`src/rtl/seg_scan_decoder_if.sv`:
```
// Sample bus from a multiplexed 4-digit 7-segment display and the decoded frame/status outputs.
interface seg_scan_decoder_if;
  logic [3:0]  sela;
  logic [7:0]  led;
  logic [15:0] value;
  logic [3:0]  dp;
  logic        frame_valid;
  logic        changed;
  logic        seg_err;
  logic        sel_err;
  logic        stale;

  modport master (output sela, led,
                  input  value, dp, frame_valid, changed, seg_err, sel_err, stale);
  modport slave  (input  sela, led,
                  output value, dp, frame_valid, changed, seg_err, sel_err, stale);
endinterface

```
`src/rtl/seg_scan_decoder.sv`:
```
// Decodes a scanned 4-digit 7-segment display back into a 16-bit BCD frame with status flags.
// Optional feature: define SEG_DP_EN to capture per-digit decimal points on dp.
module seg_scan_decoder #(
  parameter int SETTLE  = 1,
  parameter int TIMEOUT = 1024
) (
  input logic               clock,
  input logic               reset,
  seg_scan_decoder_if.slave bus
);
  localparam int STAGES = 1;
  localparam int CW     = $clog2(TIMEOUT + 1);

  typedef struct packed {
    logic [3:0] sela;
    logic [7:0] led;
  } smp_t;

  smp_t            smp, prv;
  logic [STAGES:0] vld_pipe;
  logic [4:0]      run, run_nx;
  logic [3:0][3:0] slot, slot_nx;
  logic [3:0]      seen, seen_nx;
  logic [15:0]     value;
  logic            frame_valid, changed, seg_err, sel_err, have_frame;
  logic [CW-1:0]   stale_cnt;
  logic [3:0]      digit;
  logic [1:0]      idx;
  logic            code_ok, accept, blank, one_low, wr, bad_seg, bad_sel, done, differs;
`ifdef SEG_DP_EN
  logic [3:0]      dps, dps_nx, dp;
`endif

  always_comb begin
    digit   = 4'd0;
    code_ok = 1'b1;
    case (smp.led[6:0])
      7'h3F: digit = 4'd0;
      7'h06: digit = 4'd1;
      7'h5B: digit = 4'd2;
      7'h4F: digit = 4'd3;
      7'h66: digit = 4'd4;
      7'h6D: digit = 4'd5;
      7'h7D: digit = 4'd6;
      7'h07: digit = 4'd7;
      7'h7F: digit = 4'd8;
      7'h6F: digit = 4'd9;
      default: code_ok = 1'b0;
    endcase
  end

  always_comb begin
    case (smp.sela)
      4'b1101: idx = 2'd1;
      4'b1011: idx = 2'd2;
      4'b0111: idx = 2'd3;
      default: idx = 2'd0;
    endcase
  end

  // Run counter saturates at 16 so a held sample matches SETTLE (<=15) exactly once.
  always_comb begin
    run_nx = 5'd1;
    if (vld_pipe[1] && smp == prv) run_nx = (run == 5'd16) ? run : run + 5'd1;
    accept  = vld_pipe[0] && (run_nx == 5'(SETTLE));
    blank   = (smp.sela == 4'hF);
    one_low = $onehot(~smp.sela);
    wr      = accept && one_low && code_ok;
    bad_seg = accept && one_low && !code_ok;
    bad_sel = accept && !blank && !one_low;
    slot_nx = slot;
    seen_nx = seen;
    if (wr) begin
      slot_nx[idx] = digit;
      seen_nx[idx] = 1'b1;
    end
    done = wr && (seen_nx == 4'hF);
  end

`ifdef SEG_DP_EN
  always_comb begin
    dps_nx = dps;
    if (wr) dps_nx[idx] = smp.led[7];
  end
  assign differs = ({slot_nx, dps_nx} != {value, dp});
`else
  assign differs = (slot_nx != value);
`endif

  always_ff @(posedge clock) begin
    if (reset) begin
      smp         <= '0;
      prv         <= '0;
      vld_pipe    <= '0;
      run         <= '0;
      slot        <= '0;
      seen        <= '0;
      value       <= '0;
      frame_valid <= 1'b0;
      changed     <= 1'b0;
      seg_err     <= 1'b0;
      sel_err     <= 1'b0;
      have_frame  <= 1'b0;
      stale_cnt   <= '0;
    end else begin
      smp         <= {bus.sela, bus.led};
      prv         <= smp;
      vld_pipe    <= {vld_pipe[STAGES-1:0], 1'b1};
      run         <= run_nx;
      slot        <= slot_nx;
      frame_valid <= done;
      seg_err     <= bad_seg;
      sel_err     <= bad_sel;
      changed     <= 1'b0;
      // A bad pattern drops the partial frame; stale slots get rewritten before the next completion.
      seen        <= (bad_seg || done) ? 4'h0 : seen_nx;
      if (done) begin
        value      <= slot_nx;
        changed    <= !have_frame || differs;
        have_frame <= 1'b1;
        stale_cnt  <= '0;
      end else if (stale_cnt != CW'(TIMEOUT)) begin
        stale_cnt  <= stale_cnt + 1'b1;
      end
    end
  end

`ifdef SEG_DP_EN
  always_ff @(posedge clock) begin
    if (reset) begin
      dps <= '0;
      dp  <= '0;
    end else begin
      dps <= dps_nx;
      if (done) dp <= dps_nx;
    end
  end
  assign bus.dp = dp;
`else
  assign bus.dp = 4'h0;
`endif

  assign bus.value       = value;
  assign bus.frame_valid = frame_valid;
  assign bus.changed     = changed;
  assign bus.seg_err     = seg_err;
  assign bus.sel_err     = sel_err;
  assign bus.stale       = (stale_cnt == CW'(TIMEOUT));
endmodule

```
`src/flat_wrapper.sv`:
```
// flat-port wrapper written by rule: the top's interface ports become plain ports
module seg_scan_decoder_flat 
#(
  parameter int SETTLE  = 1,
  parameter int TIMEOUT = 1024
)
  (clock, reset, bus_sela, bus_led, bus_value, bus_dp, bus_frame_valid, bus_changed, bus_seg_err, bus_sel_err, bus_stale);
  seg_scan_decoder_if bus_i ();
  input logic clock;
  input logic reset;
  input wire logic [$bits(bus_i.sela)-1:0] bus_sela;
  input wire logic [$bits(bus_i.led)-1:0] bus_led;
  output wire logic [$bits(bus_i.value)-1:0] bus_value;
  output wire logic [$bits(bus_i.dp)-1:0] bus_dp;
  output wire logic [$bits(bus_i.frame_valid)-1:0] bus_frame_valid;
  output wire logic [$bits(bus_i.changed)-1:0] bus_changed;
  output wire logic [$bits(bus_i.seg_err)-1:0] bus_seg_err;
  output wire logic [$bits(bus_i.sel_err)-1:0] bus_sel_err;
  output wire logic [$bits(bus_i.stale)-1:0] bus_stale;
  assign bus_i.sela = bus_sela;
  assign bus_i.led = bus_led;
  assign bus_value = bus_i.value;
  assign bus_dp = bus_i.dp;
  assign bus_frame_valid = bus_i.frame_valid;
  assign bus_changed = bus_i.changed;
  assign bus_seg_err = bus_i.seg_err;
  assign bus_sel_err = bus_i.sel_err;
  assign bus_stale = bus_i.stale;
  seg_scan_decoder #(.SETTLE(SETTLE), .TIMEOUT(TIMEOUT)) u_core (.clock(clock), .reset(reset), .bus(bus_i));
endmodule
```
`config.mk`:
```
export PLATFORM = sky130hd
export DESIGN_NAME = seg_scan_decoder_flat
export DESIGN_NICKNAME = d
export VERILOG_FILES = /design/src/rtl/seg_scan_decoder_if.sv /design/src/rtl/seg_scan_decoder.sv /design/src/flat_wrapper.sv
export SDC_FILE = /design/constraint.sdc
export NUM_CORES = 1
export LEC_CHECK = 0
export ABC_CLOCK_PERIOD_IN_PS = 3600
export BUFFER_PORTS_ARGS = -buffer_cell sky130_fd_sc_hd__buf_2
export CAP_MARGIN = 5
export CELL_PAD_IN_SITES_DETAIL_PLACEMENT = 0
export CELL_PAD_IN_SITES_GLOBAL_PLACEMENT = 1
export CORE_MARGIN = 1
export CORE_UTILIZATION = 40
export CTS_BUF_LIST = sky130_fd_sc_hd__clkbuf_8 sky130_fd_sc_hd__clkbuf_16
export CTS_CLUSTER_DIAMETER = 200
export DETAILED_ROUTE_END_ITERATION = 6
export GPL_ROUTABILITY_DRIVEN = 0
export HOLD_SLACK_MARGIN = 0.02
export MAX_ROUTING_LAYER = met4
export PLACE_DENSITY = 0.86
export SLEW_MARGIN = 25
export SYNTH_ARGS = -nofsm -noshare
export SYNTH_HDL_FRONTEND = slang
export SYNTH_SLANG_ARGS = --single-unit
```
`constraint.sdc`:
```
create_clock -name clock -period 3.6 [get_ports clock]
set_clock_uncertainty 0.1 [all_clocks]
set_input_delay 0.36 -clock clock [delete_from_list [all_inputs] [get_ports clock]]
set_output_delay 0.36 -clock clock [all_outputs]
set_load 0.02 [all_outputs]
```
==> metrics.yaml, run 1 <==
drv_slew: 0
drt_iter0_markers: 114
area_growth_pct: 14.46
wl_per_cell_um: 13.25
vias: 3116
ys_ff_latch: 83
swShare_pct: 24.43
crit_type: "reg -> reg"
final_cell_mix: "83 x dfxtp_1, 68 x nor2_1, 34 x nand2_1, 34 x buf_2, 27 x xnor2_1"
ff2ff_setup_slack_ns: 0.16
fin_hold_ws_ns: 0.1038
port_buffers: 34
clk_pin_slew_ns: 0.09
yosysUniqueCellTypes: 51
hold_path.class: "in -> reg"
syn_avg_cell_area_um2: 8.560
fp.dieArea_um2: 10140
outcome: "complete, no violations"
drive_gt1_share_pct: 16.06
row_count: 35
die_w_um: 100.7
nets: 520
grt_pass1_wl_um: 13900
antenna_found_initial: 0
startpoint_type: "flip-flop"
crit_path_max_fanout: 5
setup_viol: 0
synth_top_area_cell: "dfxtp_1"
dr.pass1.iters: 4
drc: 0
numClockSinks: 83
netlist.area_leader.share_pct: 42.66
synthFlopType: "dfxtp_1"
initial_core_util_pct: 41.76
hold_buffers: 0
fmax_mhz: 290.5
ys_seq_area_share_pct: 42.66
dp_hpwl_um: 5846
slew_headroom_pct: 46.00
ctsLongestPathBuffers: 2
cp.arrival_ns: 3.59
dieHeight_um: 100.7
cts-root-buf: "clkbuf_8"
grt_overflow: 0
post-route-util_pct: 47.79
coreArea_um2: 9328
p_int_mw: 1.327
synth_area_leaders: "dfxtp_1 43%, nor2_1 6.6%, xnor2_1 6.1%, nor2b_1 4.0%, ha_1 3.9%"
final_common_cell: "dfxtp_1"
p_sw_mw: 0.4291
p_per_area_nw_per_um2: 394.0
p_seq_share_pct: 54.4
end_kind: "flip-flop"
vdd_ir_drop_max_mv: 0.1783
cap_violations: 0
min_period_over_period_pct: 95.61
drtAntennaViolNets: 0
hold_viol_final: 0
layout_min_cycle_time_ns: 3.442
grt_start_max_net_pins: 35
required_ns: 3.75
cts_made_buffers: 9
cts_max_level: 3
postRouteWirelength_um: 8307
worstMarginPinSlew_ns: 0.8070
p_comb_share_pct: 6.5
synth_cells: 455
syn-cell-area_um2: 3895
clockPowerShare_pct: 39.1
tritoncts: "done"
ios: 39
yosysWarnings: 0
grt_usage_pct: 18.14
clock_latency_ns: 0.36
leakagePower_nw: 1.774
fillCellCount: 897
synth_edf_count: 0
synthArstFlopShare_pct: 0
num_antenna_cells: 0
vias_per_cell: 4.970
grt_pass1_vias: 2860
## kinds of logic after synthesis
family / after synthesis / synth area share [%]
AND/OR/NAND/NOR: 189 / 24.00
flip-flops: 83 / 42.66
AO/OA/AOI/OAI: 74 / 12.43
buffers and inverters: 45 / 4.722
XOR/XNOR: 37 / 8.320
adder cells (fa/ha/maj): 13 / 4.369
multiplexers: 13 / 3.405
other: 1 / 0.09628
## cells in the mapped netlist, drive strengths merged (5+ instances only)
cell type	instances
a211oi	5
a21oi	25
and2	5
buf	6
clkbuf	16
dfxtp	83
ha	12
inv	23
mux2i	11
nand2	34
nand3	15
nand4	5
nor2	70
nor2b	25
nor3	6
o21ai	18
o22ai	6
or2	5
xnor2	27
xor2	10
## per-layer routing
metal | vias up | GRT usage [%] | routed length, um
li1 | 1595 | - | -
met1 | 1429 | 23.80 | 4141
met2 | 78 | 27.45 | 3608
met3 | 14 | 3.537 | 417
met4 | 0 | 7.246 | 140
met5 | - | - | 0
## timing repair
item,in CTS,in global routing
setup endpoints to repair,0,1
setup buffers,0,1
gates resized for setup,0,5
## layout make-up
| class | instances | area, um2 | share of cell area, % |
|---|---|---|---|
| Clock inverter | 6 | 66.31 | 1.488 |
| Tap cell | 129 | 161.4 | 3.621 |
| Multi-Input combinational cell | 330 | 2085 | 46.76 |
| Inverter | 23 | 86.33 | 1.937 |
| Timing Repair Buffer | 46 | 260.3 | 5.838 |
| Clock buffer | 10 | 137.6 | 3.087 |
| Sequential cell | 83 | 1662 | 37.27 |
## worst paths after layout
check | from | endpoint | cells after the start
hold / removal | bus_led[6] | u_core.smp[6]$_SDFF_PP0_ | 2
setup reg to reg | u_core.smp[9]$_SDFF_PP0_ | u_core.bus.changed$_SDFF_PP0_ | 11
setup / recovery | u_core.smp[9]$_SDFF_PP0_ | u_core.bus.changed$_SDFF_PP0_ | 11
hold reg to reg | u_core.have_frame$_SDFFE_PP0P_ | u_core.have_frame$_SDFFE_PP0P_ | 2
## per-stage QoR
stage	setup slack, ns	total power [mW]	cells	area (um2)	setup TNS, ns
global route	-0.07004	1.823	627	4458	-0.07004
finish	0.1579	1.756	627	4458	0
global placement	0.1720	1.082	610	4223	0
detailed placement	0.1202	1.084	610	4223	0
floorplan	0.2175	1.053	458	3906	0
CTS	0.07822	1.767	626	4427	0
## worst max-delay path, cell delays in order (launching register included)
cell	delay, ns
dfxtp_1	0.38
inv_1	0.09
ha_1	0.28
ha_1	0.20
fa_1	0.47
nor3b_2	0.23
nand2_1	0.16
or4_4	0.56
a2111o_1	0.39
a21oi_1	0.14
nand3_1	0.09
o31a_1	0.24
## power groups by stage
stage                     logic, mW  clock network [mW]  registers (mW)
after CTS                     0.108               0.703           0.956
final                         0.114               0.687           0.956
after global placement        0.106                   0           0.976
after global routing          0.127               0.736           0.959
after detailed placement      0.108                   0           0.977
after floorplan              0.0839                   0           0.969
## state kept, by name (all words and copies together), names as in the netlist
name and flops:
u_core.bus.value 16, u_core.slot 16, u_core.prv 12, u_core.smp 12, u_core.stale_cnt 11, u_core.run 5, u_core.seen 4, u_core.vld_pipe 2
u_core.bus.changed 1, u_core.bus.frame_valid 1, u_core.bus.seg_err 1, u_core.bus.sel_err 1, u_core.have_frame 1
(Power assumes the default switching activity.)
==> inputs of run 2 (changes only) <==
--- a/config.mk
+++ b/config.mk
@@ -5,20 +5,21 @@
 export SDC_FILE = /design/constraint.sdc
 export NUM_CORES = 1
 export LEC_CHECK = 0
+export ABC_AREA = 1
 export ABC_CLOCK_PERIOD_IN_PS = 3600
 export BUFFER_PORTS_ARGS = -buffer_cell sky130_fd_sc_hd__buf_2
 export CAP_MARGIN = 5
 export CELL_PAD_IN_SITES_DETAIL_PLACEMENT = 0
 export CELL_PAD_IN_SITES_GLOBAL_PLACEMENT = 1
 export CORE_MARGIN = 1
-export CORE_UTILIZATION = 40
+export CORE_UTILIZATION = 39
 export CTS_BUF_LIST = sky130_fd_sc_hd__clkbuf_8 sky130_fd_sc_hd__clkbuf_16
 export CTS_CLUSTER_DIAMETER = 200
 export DETAILED_ROUTE_END_ITERATION = 6
 export GPL_ROUTABILITY_DRIVEN = 0
 export HOLD_SLACK_MARGIN = 0.02
 export MAX_ROUTING_LAYER = met4
-export PLACE_DENSITY = 0.86
+export PLACE_DENSITY = 0.87
 export SLEW_MARGIN = 25
 export SYNTH_ARGS = -nofsm -noshare
 export SYNTH_HDL_FRONTEND = slang
==> metrics.yaml, run 2 <==
hold_viol_final: 0
grt_usage_pct: 18.68
synth_area_leaders: "dfxtp_1 40%, nand2_1 12%, nor2_1 7.7%, inv_1 7.4%, nand3_1 4.8%"
cts_made_buffers: 9
final_cell_mix: "132 x nand2_1, 85 x nor2_1, 83 x dfxtp_1"
fp.dieArea_um2: 11060
synth_edf_count: 0
synth.most_common_cell: "nand2_1"
clk_pin_slew_ns: 0.08
dp_hpwl_um: 6633
yosysWarnings: 0
tns_ns: 0
tritoncts: "done"
synth_top_area_cell: "dfxtp_1"
hold-path-cell-count: 3
initial_core_util_pct: 40.21
p_per_area_nw_per_um2: 367.8
crit_type: "reg -> reg"
min_period_over_period_pct: 91.07
ff2ff_path_depth: 11
leakagePower_nw: 2.131
nets: 644
rsz0062_at_grt: "no"
grt_start_max_net_pins: 48
grt_overflow: 0
ys_ff_latch: 83
worstMarginPinSlew_ns: 0.9334
numClockSinks: 83
crit_path_top_delay_cell: "fa_1"
cap_violations: 0
wl_per_cell_um: 12.17
ctsLongestPathBuffers: 2
area_growth_pct: 11.18
antenna_found_initial: 0
post_cts.repair.setup_buffers: 0
synth_cells: 582
cts-root-buf: "clkbuf_8"
layout_min_cycle_time_ns: 3.279
path_buf_inv: 1
synth.top_cells.by_count: "132 x nand2_1, 85 x nor2_1, 83 x dfxtp_1"
drt_iter0_markers: 171
outcome: "complete, no violations"
hold_buffers: 0
num_antenna_cells: 0
fmax_mhz: 305.0
ios: 39
vdd_ir_drop_max_mv: 0.1718
drc: 0
clock_latency_ns: 0.36
required_ns: 3.77
port_buffers: 34
slowest_delay_ns: 0.45
vias: 3626
ys_seq_area_share_pct: 40.02
end_kind: "flip-flop"
row_count: 37
dieHeight_um: 105.2
syn_avg_cell_area_um2: 7.133
coreArea_um2: 10320
yosysUniqueCellTypes: 40
vias_per_cell: 4.784
final_common_cell: "nand2_1"
startpoint_type: "flip-flop"
cts_max_level: 3
largestRegisters: "u_core.bus.value: 16 flops, u_core.slot: 16 flops"
setup_viol: 0
path_depth: 11
grt_pass1_vias: 3565
slew_headroom_pct: 37.20
crit_path_max_fanout: 19
die_w_um: 105.2
fillCellCount: 1066
path_cells: "inv_1 -> ha_1 -> ha_1 -> fa_1 -> nor3_2 -> nand3_4 -> nor2_1 -> nor2_1 -> nor3_1 -> nand3_2 -> o21ai_0"
synthFlopType: "dfxtp_1"
cp.arrival_ns: 3.45
synthArstFlopShare_pct: 0
postRouteWirelength_um: 9228
grt_pass1_wl_um: 16010
syn-cell-area_um2: 4151
cts-resized-gates: 0
hold_path.class: "in -> reg"
drv_slew: 0
netlist.area_leader.share_pct: 40.02
drtAntennaViolNets: 0
dr.pass1.iters: 4
drive_gt1_share_pct: 14.47
p_total_mw: 1.698
path_delay_family: "simple AND/OR/NAND/NOR gates"
==> run 2: cell count changes after synthesis, moves of 16 or more <==
cell	delta
nor2b_1	-25
nor2_1	+16
xnor2_1	-23
a21oi_1	-23
nand4_1	+20
nand2_1	+98
inv_1	+59
nand3_1	+25
==> run 2: final cells by class <==
class / instances / area, um2 / share of cell area (%)
Clock buffer: 9 / 123.9 / 2.684
Clock inverter: 7 / 51.30 / 1.111
Inverter: 90 / 340.3 / 7.373
Multi-Input combinational cell: 393 / 2053 / 44.48
Sequential cell: 83 / 1662 / 36.00
Tap cell: 136 / 170.2 / 3.687
Timing Repair Buffer: 40 / 215.2 / 4.662
==> run 2: cells by family after synthesis <==
logic type / after synthesis / synth area share (%)
and+or+nand+nor: 316 / 34.81
adders and majority gates: 13 / 4.099
buffers and inverters: 109 / 10.79
other: 1 / 0.09033
xor gates and xnor gates: 11 / 2.321
DFF: 83 / 40.02
AOI/OAI and AO/OA: 49 / 7.866
==> run 2: worst register-to-register path: cells and delay by family, from the launching register on <==
family / cells / cell delay (ns)
AND/OR/NAND/NOR: 6 / 1.30
flip-flops: 1 / 0.40
buffers and inverters: 1 / 0.10
AO/OA/AOI/OAI: 1 / 0.33
adder cells (fa/ha/maj): 3 / 0.96
==> run 2: final timing paths <==
| path | slack, ns | end | startpoint |
|---|---|---|---|
| setup reg to reg | 0.32 | u_core.bus.value[14]$_SDFFE_PP0P_ | u_core.smp[10]$_SDFF_PP0_ |
| setup / recovery | 0.32 | u_core.bus.value[14]$_SDFFE_PP0P_ | u_core.smp[10]$_SDFF_PP0_ |
| hold / removal | 0.1 | u_core.smp[8]$_SDFF_PP0_ | bus_sela[0] |
| hold reg to reg | 0.35 | u_core.prv[7]$_SDFF_PP0_ | u_core.smp[7]$_SDFF_PP0_ |
==> run 2: stage by stage <==
step	util [%]	hold slack [ns]	setup WS [ns]	area (um2)	instances
after floorplan	-	0.3151	0.6164	4163	585
final	44.71	0.09657	0.3213	4616	758
after CTS	44.71	0.08239	0.2645	4616	758
after global placement	43.01	0.3330	0.4212	4441	742
after global routing	44.71	0.09067	0.07008	4616	758
after detailed placement	43.01	0.3362	0.2865	4441	742
==> run 2: power by group <==
group	internal [mW]	switching (mW)	total [mW]
logic	0.0444	0.0907	0.135
clock network	0.254	0.356	0.610
registers	0.937	0.0161	0.953
==> run 2: layer usage <==
layer / track usage, % / up-vias / routed length (um)
met2: 30.65 / 63 / 4312
met4: 6.439 / 0 / 142
li1: - / 1899 / -
met5: - / - / 0
met3: 3.868 / 14 / 302
met1: 22.79 / 1650 / 4471
==> inputs of run 3 (changes only) <==
--- a/config.mk
+++ b/config.mk
@@ -7,19 +7,20 @@
 export LEC_CHECK = 0
 export ABC_AREA = 1
 export ABC_CLOCK_PERIOD_IN_PS = 3600
-export BUFFER_PORTS_ARGS = -buffer_cell sky130_fd_sc_hd__buf_2
 export CAP_MARGIN = 5
 export CELL_PAD_IN_SITES_DETAIL_PLACEMENT = 0
 export CELL_PAD_IN_SITES_GLOBAL_PLACEMENT = 1
 export CORE_MARGIN = 1
-export CORE_UTILIZATION = 39
+export CORE_UTILIZATION = 41
 export CTS_BUF_LIST = sky130_fd_sc_hd__clkbuf_8 sky130_fd_sc_hd__clkbuf_16
 export CTS_CLUSTER_DIAMETER = 200
 export DETAILED_ROUTE_END_ITERATION = 6
+export DONT_BUFFER_PORTS = 1
 export GPL_ROUTABILITY_DRIVEN = 0
 export HOLD_SLACK_MARGIN = 0.02
 export MAX_ROUTING_LAYER = met4
-export PLACE_DENSITY = 0.87
+export PLACE_DENSITY = 0.86
+export SKIP_CTS_REPAIR_TIMING = 1
 export SLEW_MARGIN = 25
 export SYNTH_ARGS = -nofsm -noshare
 export SYNTH_HDL_FRONTEND = slang
==> metrics.yaml, run 3 (same netlist as run 2, synthesis figures left out) <==
outcome: "complete, no violations"
end_kind: "flip-flop"
grt_start_max_net_pins: 49
layout_min_cycle_time_ns: 3.200
p_per_area_nw_per_um2: 425.0
ctsLongestPathBuffers: 2
hold-path-cell-count: 2
required_ns: 3.77
slew_headroom_pct: 35.93
leakagePower_nw: 2.054
cap_violations: 0
crit_type: "reg -> reg"
final_cell_mix: "132 x nand2_1, 85 x nor2_1, 83 x dfxtp_1"
numClockSinks: 83
port_buffers: 0
drv_slew: 0
clk_pin_slew_ns: 0.09
path_cells: "inv_1 -> ha_1 -> ha_1 -> fa_1 -> nor3_2 -> nand3_4 -> nor2_1 -> nor2_1 -> nor3_1 -> nand3_2 -> o21ai_0"
largestRegisters: "u_core.bus.value: 16 flops, u_core.slot: 16 flops"
reg2reg_from: "u_core.smp[10]$_SDFF_PP0_"
tns_ns: 0
tritoncts: "done"
rsz0062_at_grt: "no"
grt_pass1_vias: 3395
cts_made_buffers: 9
hold_start: "bus_led[3]"
dieHeight_um: 102.6
worstMarginPinSlew_ns: 0.9532
drc: 0
dr.pass1.iters: 4
min_period_over_period_pct: 88.90
setup_viol: 0
nets: 620
whs_endpoint: "u_core.smp[3]$_SDFF_PP0_"
drive_gt1_share_pct: 9.213
cts-root-buf: "clkbuf_8"
wl_per_cell_um: 13.05
grt_usage_pct: 20.00
clock_latency_ns: 0.36
ff2ff_path_depth: 11
hold_path.class: "in -> reg"
r2r-end: "u_core.bus.value[13]$_SDFFE_PP0P_"
fmax_mhz: 312.5
crit_path_max_fanout: 19
final_common_cell: "nand2_1"
postRouteWirelength_um: 9527
antenna_found_initial: 0
crit_path_top_delay_cell: "fa_1"
row_count: 36
grt_overflow: 0
slowest_delay_ns: 0.45
die_w_um: 102.6
cp.arrival_ns: 3.37
ios: 39
grt_pass1_wl_um: 15520
vdd_ir_drop_max_mv: 0.1977
vias_per_cell: 4.934
startpoint_type: "flip-flop"
area_growth_pct: 12.00
initial_core_util_pct: 42.47
hold_viol_final: 0
vias: 3602
coreArea_um2: 9774
fp.dieArea_um2: 10530
p_total_mw: 1.976
ff2ff_setup_slack_ns: 0.40
drt_iter0_markers: 190
num_antenna_cells: 0
cts_max_level: 3
dp_hpwl_um: 6444
drtAntennaViolNets: 0
==> run 3: critical path: cells and delay by family, from the launching register on <==
kind                     cells  cell delay [ns]
AND/OR/NAND/NOR              6             1.26
adder cells (fa/ha/maj)      3             0.96
flip-flops                   1             0.39
AO/OA/AOI/OAI                1             0.30
buffers and inverters        1             0.10
==> run 3: worst max-delay path by stage <==
stage          slack, ns  depth (start not counted)                      start                                 to
5_1_grt             0.13                         11  u_core.smp[10]$_SDFF_PP0_  u_core.bus.value[13]$_SDFFE_PP0P_
4_1_cts             0.36                         12  u_core.smp[10]$_SDFF_PP0_   u_core.bus.value[7]$_SDFFE_PP0P_
3_3_place_gp        0.47                         12  u_core.smp[10]$_SDFF_PP0_   u_core.bus.value[7]$_SDFFE_PP0P_
6_report            0.40                         11  u_core.smp[10]$_SDFF_PP0_  u_core.bus.value[13]$_SDFFE_PP0P_
2_1_floorplan       0.62                         13  u_core.smp[10]$_SDFF_PP0_      u_core.bus.changed$_SDFF_PP0_
3_5_place_dp        0.36                         12  u_core.smp[10]$_SDFF_PP0_   u_core.bus.value[9]$_SDFFE_PP0P_
==> run 3: power by group <==
group | switching, mW | internal, mW | leakage, nW
sequential | 0.0186 | 0.937 | 0.676
combinational | 0.0899 | 0.0474 | 1.25
clock | 0.352 | 0.531 | 0.130
==> run 3: metrics by stage <==
step / cells / hold slack [ns] / setup slack [ns] / instance area, um2 / util (%)
5_1_grt: 730 / 0.0006768 / 0.1262 / 4649 / 47.57
2_1_floorplan: 585 / 0.3151 / 0.6164 / 4163 / -
3_5_place_dp: 703 / 0.3247 / 0.3624 / 4258 / 43.56
4_1_cts: 718 / -0.05457 / 0.3591 / 4519 / 46.24
3_3_place_gp: 703 / 0.3319 / 0.4694 / 4258 / 43.56
6_report: 730 / 0.006096 / 0.3996 / 4649 / 47.57
==> run 3: area by class of cell <==
type	instances	area, um2
inverter	90	340.3
clock inverter	6	137.6
multi-input combinational	393	2059
clock buffer	9	123.9
fill	1019	5125
tap	133	166.4
timing repair buffer	16	160.2
sequential	83	1662
==> run 3: per-layer routing <==
metal	GRT usage (%)	up-vias	share of wire, %
met4	7.692	0	2.0
met1	23.67	1651	45
met3	4.136	17	6.2
met5	-	-	0
li1	-	1856	-
met2	33.28	78	47
